===== src/rtl/modarith_pkg.sv =====
// Shared constants for the modular arithmetic library (adder, subtractor, butterflies).
package modarith_pkg;

  localparam int unsigned       MODARITH_MWIDTH = 39;
  localparam logic [38:0]       MODARITH_MOD    = 39'h40_0080_0001;

  // Pipeline depths seen by schedulers that align parallel arithmetic paths.
  localparam int unsigned COMMON_MODADD_DELAY = 1;
  localparam int unsigned COMMON_MODSUB_DELAY = 2;

endpackage


===== src/rtl/modsub_corr.sv =====
// Combinational borrow correction: turns a raw (diff, borrow) pair into a result in [0, MOD).
module modsub_corr
  import modarith_pkg::*;
#(
  parameter int unsigned       MWIDTH = MODARITH_MWIDTH,
  parameter logic [MWIDTH-1:0] MOD    = MWIDTH'(MODARITH_MOD)
) (
  input  logic [MWIDTH-1:0] diff,
  input  logic              borrow,
  output logic [MWIDTH-1:0] result
);

  // A borrow means the true difference is negative; adding MOD wraps it back into range.
  always_comb begin
    result = diff;
    if (borrow) result = diff + MOD;
  end

endmodule


===== src/rtl/modsub_pipe.sv =====
// Two-stage elastic modular subtractor with valid/ready on both sides.
// Optional sticky operand range check enabled by defining MODSUB_RANGE_CHK_EN.
module modsub_pipe
  import modarith_pkg::*;
#(
  parameter int unsigned       MWIDTH = MODARITH_MWIDTH,
  parameter logic [MWIDTH-1:0] MOD    = MWIDTH'(MODARITH_MOD),
  parameter int unsigned       TWIDTH = 1
) (
  input  logic              clk,
  input  logic              rst,
  input  logic              i_sub_vld,
  output logic              o_sub_rdy,
  input  logic [MWIDTH-1:0] i_sub_din_0,
  input  logic [MWIDTH-1:0] i_sub_din_1,
  input  logic [TWIDTH-1:0] i_sub_tag,
  output logic              o_sub_vld,
  input  logic              i_sub_rdy,
  output logic [MWIDTH-1:0] o_sub_dout,
  output logic [TWIDTH-1:0] o_sub_tag,
  output logic              o_sub_err
);

  logic              s1_vld;
  logic [MWIDTH-1:0] s1_diff;
  logic              s1_borrow;
  logic [TWIDTH-1:0] s1_tag;

  logic              s2_vld;
  logic [MWIDTH-1:0] s2_dout;
  logic [TWIDTH-1:0] s2_tag;

  logic              s1_adv;
  logic              s2_adv;
  logic              accept;
  logic [MWIDTH:0]   diff_full;
  logic [MWIDTH-1:0] corr_result;

  assign s2_adv    = !s2_vld || i_sub_rdy;
  assign s1_adv    = s1_vld && s2_adv;
  assign o_sub_rdy = !s1_vld || s1_adv;
  assign accept    = i_sub_vld && o_sub_rdy;

  // One extra bit so the MSB is the borrow out of the subtraction.
  assign diff_full = {1'b0, i_sub_din_0} - {1'b0, i_sub_din_1};

  always_ff @(posedge clk) begin
    if (rst) begin
      s1_vld <= 1'b0;
    end else if (accept) begin
      s1_vld <= 1'b1;
    end else if (s1_adv) begin
      s1_vld <= 1'b0;
    end
  end

  always_ff @(posedge clk) begin
    if (accept) begin
      s1_diff   <= diff_full[MWIDTH-1:0];
      s1_borrow <= diff_full[MWIDTH];
      s1_tag    <= i_sub_tag;
    end
  end

  modsub_corr #(
    .MWIDTH (MWIDTH),
    .MOD    (MOD)
  ) u_corr (
    .diff   (s1_diff),
    .borrow (s1_borrow),
    .result (corr_result)
  );

  // Stage 2 zeroes its data when it drains so idle outputs read 0.
  always_ff @(posedge clk) begin
    if (rst) begin
      s2_vld  <= 1'b0;
      s2_dout <= '0;
      s2_tag  <= '0;
    end else if (s1_adv) begin
      s2_vld  <= 1'b1;
      s2_dout <= corr_result;
      s2_tag  <= s1_tag;
    end else if (i_sub_rdy) begin
      s2_vld  <= 1'b0;
      s2_dout <= '0;
      s2_tag  <= '0;
    end
  end

  assign o_sub_vld  = s2_vld;
  assign o_sub_dout = s2_dout;
  assign o_sub_tag  = s2_tag;

`ifdef MODSUB_RANGE_CHK_EN
  logic err_q;

  always_ff @(posedge clk) begin
    if (rst) begin
      err_q <= 1'b0;
    end else if (accept && ((i_sub_din_0 >= MOD) || (i_sub_din_1 >= MOD))) begin
      err_q <= 1'b1;
    end
  end

  assign o_sub_err = err_q;
`else
  assign o_sub_err = 1'b0;
`endif

endmodule


===== config.mk =====
export PLATFORM = sky130hd
export DESIGN_NAME = modsub_pipe
export DESIGN_NICKNAME = d
export VERILOG_FILES = /design/src/rtl/modarith_pkg.sv /design/src/rtl/modsub_corr.sv /design/src/rtl/modsub_pipe.sv
export SDC_FILE = /design/constraint.sdc
export NUM_CORES = 1
export LEC_CHECK = 0
export BUFFER_PORTS_ARGS = -buffer_cell sky130_fd_sc_hd__buf_2
export CAP_MARGIN = 20
export CELL_PAD_IN_SITES_DETAIL_PLACEMENT = 0
export CELL_PAD_IN_SITES_GLOBAL_PLACEMENT = 1
export CORE_UTILIZATION = 41
export CTS_CLUSTER_DIAMETER = 40
export DETAILED_ROUTE_END_ITERATION = 10
export PLACE_DENSITY_LB_ADDON = 0.1
export RECOVER_POWER = 100
export SLEW_MARGIN = 10
export SYNTH_ARGS = -nofsm -noshare
export SYNTH_HDL_FRONTEND = slang
export SYNTH_SLANG_ARGS = --single-unit

===== constraint.sdc =====
create_clock -name clk -period 2.65 [get_ports clk]
set_clock_uncertainty 0.1 [all_clocks]
set_input_delay 0.1325 -clock clk [delete_from_list [all_inputs] [get_ports clk]]
set_output_delay 0.1325 -clock clk [all_outputs]
set_load 0.01 [all_outputs]

After elaboration in Yosys (flattened, before gate mapping)
Index checks and enable logic that the tools add are counted.
Storage, ports and cells
  flip-flop bits (word level): 83
  input port bits: 83
  output and inout port bits: 43
  logic and storage cells: 25
Cells by class
  add/sub/neg operators: 2
  muxes and demuxes: 8
  reductions and logical operators: 8
Operators by type and width (number)
  $mux 39: 3
  $sub 39x39->40: 1
  $add 39x39->39 const B: 1
  $mux 1: 5
  $reduce_bool 2->1: 2
  $logic_and 1x1->1: 2
  $logic_not 1->1: 2
  $logic_or 1x1->1: 2

Longest topological paths before layout
  word-level depth: 6
  depth in mapped cells: 10
  mapped depth without buffers: 10

By module
A second synthesis with hierarchy kept.
Unflattened totals
  cells, all modules: 741
  area, all modules: 6268.5 um2
Modules (own cells, without submodules)
  modsub_pipe: times used 1, cells each 616, area an instance 5355.1 um2, seq. area each 2072.0 um2
  modsub_corr: times used 1, cells each 125, area an instance 913.4 um2, seq. area each 0.0 um2

Least setup slack after synthesis
OpenSTA, ideal clock, no wires.
  path type: input to register
  from: input i_sub_din_1[20]
  to: register s1_diff[33], data pin
  library setup time: 0.255 ns
  arrival: 2.036 ns
  required time: 2.295 ns
  path slack: 0.259 ns
  stages on the path: 10
  path buffers: 1
  path through: inv_1 ha_1 buf_2 a21o_1 o21bai_1 or3_1 nor3_2 o41ai_2 or4_1 and3_1
On the way
  cells in the longest elaborated chain, start to end: 1
Ends and longest elaborated chain
  start, declared: line modsub_pipe.sv:15  | input logic [MWIDTH-1:0] i_sub_din_1,
  $sub 39x39->40: line modsub_pipe.sv:45  | assign diff_full = {1'b0, i_sub_din_0} - {1'b0, i_sub_din_1};
  net diff_full[33]: line modsub_pipe.sv:36  | logic [MWIDTH:0] diff_full;
  end signal, assigned: line modsub_pipe.sv:59  | s1_diff <= diff_full[MWIDTH-1:0];
  end, declared: line modsub_pipe.sv:25  | logic [MWIDTH-1:0] s1_diff;
The timed path passes the listed nets, and every way through them passes these cells.
A chain may end at the register's enable or synchronous reset.

Final worst setup path
  from: register s1_diff[5]
  to: register s2_dout[38] (netlist: o_sub_dout[38])
On the way
  cells in the longest elaborated chain, start to end: 3
Ends and longest elaborated chain
  $add 39x39->39: line modsub_corr.sv:16  | if (borrow) result = diff + MOD;
  $mux 39: line modsub_corr.sv:16
  $mux 39: line modsub_pipe.sv:80  | end else if (s1_adv) begin
  end signal, assigned: line modsub_pipe.sv:82  | s2_dout <= corr_result;
  end, declared: line modsub_pipe.sv:30  | logic [MWIDTH-1:0] s2_dout;
Every way passes these cells.

==> impl_summary.txt <==
----------------------------------------------------
[Outcome]
  Outcome ... completed

[Critical path]
  CP Launch Type ... register
  Type of the setup path with the least slack ... register to register
  Worst-path fanout max ... 6
  Worst EP required ... 2740 ps
  Critical path data arrival time ... approximately 2500 ps
  Capturing element type of the critical path ... register

[Drt]
  Number of nets with antenna violations after detailed routing ... 0
  DRT Wirelength ... between 10 and 15 mm
  DRT Pass-1 Iters ... 4
  Post-route DRC violation count ... 0
  Wire per inst ... 14.4 um
  Number of DRC violations after detailed-routing iteration 0 ... 288
  Drt via density ... 5.29
  Vias ... between 5,000 and 6,000

[CTS]
  Clock latency reported for the late side of the worst-skew pair ... 330 ps
  Post-CTS repair timing setup buffer count ... 0
  Sink Count ... 83
  CTS tree ... yes
  Maximum level of the CTS H-tree ... 3
  Root buffer selected by CTS ... sky130_fd_sc_hd__clkbuf_16
  Post_cts resized ... 0
  Cts hold-fix bufs ... 2
  Maximum clock path buffer count ... 2
  Clock buffer count from CTS ... 9
  CTS clock-pin slew for the worst setup and hold paths ... around 60 ps

[Run]
  Max-cap violations ... 0

[Global routing]
  Total routing usage reported by global routing ... 20.4%
  Number of antenna violations at the first check in global routing ... 0
  Number of global-route vias before repair ... between 4,000 and 5,000
  First-pass GRT wire length ... roughly 24 mm
  Pin count of the biggest net entering global routing ... 27
  Total gr overflow ... 0

[Placed design]
  Cell area after placement ... just under 0.007 mm2
  DP Cell Count ... 1,014
  Pre-CTS setup slack ... -43.7 ps
  Final weighted congestion of routability-driven global placement ... 0.822
  Number of input and output port buffers inserted ... 124
  HPWL Detailed ... roughly 12 mm

[Synth]
  Synthesized area ... 0.00588 mm2
  Synthesized flop and latch total ... 83
  Distinct cells, synth ... between 60 and 70
  Syn Nets ... approximately 830
  Average size of a mapped cell ... between 8 and 9 um2
  Share of synthesized flip-flops with an asynchronous set or reset ... 0%
  Most common cell in the netlist ... sky130_fd_sc_hd__nand2_1
  Yosys synthesis warning count ... 0
  Share of the synthesized area in the top cell type ... 20.9%
  Largest area contributor in the netlist ... sky130_fd_sc_hd__edfxtp_1
  Post-synth top cells ... 84 x sky130_fd_sc_hd__nand2_1, 57 x sky130_fd_sc_hd__a21oi_1, 51 x sky130_fd_sc_hd__nor2_1
  Post-synth EDFFs ... 41
  Part of the Yosys area used for sequential elements ... a little over a third
  Dominant cells by area after synthesis ... sky130_fd_sc_hd__edfxtp_1 21%, sky130_fd_sc_hd__dfxtp_1 14%, sky130_fd_sc_hd__ha_1 8.5%
  Synthesized instance count ... 702
  Ys flop type ... sky130_fd_sc_hd__dfxtp_1

[Finish]
  Non-filler cells in the finished layout ... 1,032
  Area of the multi-input gates ... 0.00352 mm2
  Diodes inserted ... 0
  Net total in the final layout ... 971
  Fraction of layout instances using a drive strength above 1 ... 15.6%
  Filler cell count in the final layout ... between 1,000 and 1,500
  Area delta synth->final ... 22.0%
  Post-Layout Inst Area ... just over 0.007 mm2
  Sequential standard cell area ... 0.00207 mm2

[Power and ir drop]
  Cell-internal power ... 2880 uW
  Switching part of the total ... 28.8%
  Power density cells ... 563 mW/mm2
  Total power ... 4040 uW
  Proportion of power drawn by combinational gates ... 25.6%
  VDD IR max ... 0.260 mV
  P_sw ... 1160 uW
  Seq pwr share ... 40.3%
  P_leak ... 0.00307 uW
  Portion of total power attributed to the clock network ... 34.1%

[Timing]
  Final clock period utilization by the worst path ... 92.3%
  Slew HR ... between 10% and 20%
  Least setup slack across all paths after layout ... 205 ps
  Endpoints failing hold ... 0
  Tightest Pin Transition ... 1300 ps
  Unrepaired setup endpoints after global routing ... no
  Hold_ws ... 87.2 ps
  F_max ... 0.409 GHz
  Final max-slew violation count ... 0
  Final min period ... 2440 ps
  Final number of setup-violating endpoints ... 0

[Floorplanning]
  Total core area ... 0.0139 mm2
  Effective utilization at floorplan ... 42.2%
  Die span in x ... 122 um
  I/O Pins ... approximately 130
  Number of placement rows ... 43
  Floorplan die area ... 0.0148 mm2
  Die height ... approximately 120 um

[Worst hold path]
  Hold WC Path Type ... input pin to register

----------------------------------------------------
-- worst paths after layout --
kind	from	to	slack, ps	cells after the start
min reg2reg	o_sub_dout[34]$_SDFFE_PP0P_	o_sub_dout[34]$_SDFFE_PP0P_	350	2
max	s1_diff[5]$_DFFE_PP_	o_sub_dout[38]$_SDFFE_PP0P_	210	7
min	i_sub_din_1[0]	s1_diff[0]$_DFFE_PP_	90	3
max reg2reg	s1_diff[5]$_DFFE_PP_	o_sub_dout[38]$_SDFFE_PP0P_	210	7
-- worst max-delay path: stages, from the launching register on --
cell and delay [ps]:
sky130_fd_sc_hd__edfxtp_1 440, sky130_fd_sc_hd__and4_1 310, sky130_fd_sc_hd__and4_1 310, sky130_fd_sc_hd__and3_1 300, sky130_fd_sc_hd__a31oi_1 190, sky130_fd_sc_hd__o31ai_1 330
sky130_fd_sc_hd__xor2_1 230, sky130_fd_sc_hd__o21ai_0 90
-- layer usage --
metal / wire length (um) / vias to the layer above / GRT usage (%)
met1: 7880 / 2472 / 30.6
li1: - / 2825 / -
met4: 127 / 0 / 5.02
met3: 620 / 9 / 3.04
met5: 0 / - / 0
met2: 6220 / 154 / 30.4
-- per-stage QoR --
stage / setup TNS (ps) / utilization [%]
floorplan: 0 / -
global placement: 0 / 49.5
detailed placement: -115 / 49.5
CTS: 0 / 52.0
global route: 0 / 51.5
finish: 0 / 51.5
-- layout by cell type, fill, tap and decap left out, types with 28 or more instances in the layout --
| cell type | n |
|---|---|
| sky130_fd_sc_hd__ha_1 | 40 |
| sky130_fd_sc_hd__nor2_1 | 51 |
| sky130_fd_sc_hd__a21oi_1 | 57 |
| sky130_fd_sc_hd__inv_1 | 46 |
| sky130_fd_sc_hd__nand2_1 | 84 |
| sky130_fd_sc_hd__edfxtp_1 | 41 |
| sky130_fd_sc_hd__dfxtp_1 | 42 |
| sky130_fd_sc_hd__buf_4 | 28 |
| sky130_fd_sc_hd__xor2_1 | 31 |
| sky130_fd_sc_hd__clkbuf_1 | 46 |
| sky130_fd_sc_hd__o21ai_0 | 32 |
| sky130_fd_sc_hd__xnor2_1 | 38 |
| sky130_fd_sc_hd__nand3_1 | 34 |
| sky130_fd_sc_hd__buf_2 | 81 |
-- power by group through the flow --
stage / Clock, uW / Sequential, uW / Combinational, uW
2_1_floorplan: 0 / 1640 / 683
3_3_place_gp: 0 / 1650 / 1040
3_5_place_dp: 0 / 1650 / 1060
4_1_cts: 1410 / 1630 / 1060
5_1_grt: 1460 / 1650 / 1160
6_report: 1380 / 1630 / 1030
-- registers in the layout, indices dropped and copies added, names as in the netlist --
register / flops
o_sub_dout: 39
s1_diff: 39
o_sub_tag: 1
o_sub_vld: 1
s1_borrow: 1
s1_tag: 1
s1_vld: 1
-- cell type report --
type                    count  area share (%)
repair buffers            160            11.8
clock buffers              13            3.80
clock inverters             3           0.924
well taps                 180            3.14
inverters                  47            2.46
flip-flops and latches     83            28.9
multi-input cells         546            49.0
-- kinds of logic after synthesis --
group | after synthesis | share of synthesized area (%)
AO/OA/AOI/OAI | 177 | 19.3
XOR/XNOR | 69 | 10.3
adder cells (fa/ha/maj) | 41 | 8.85
buffers and inverters | 73 | 4.83
flip-flops | 83 | 35.2
multiplexers | 2 | 0.341
other | 1 | 0.0638
AND/OR/NAND/NOR | 256 | 21.1
Power figures use the tool's default switching activity.
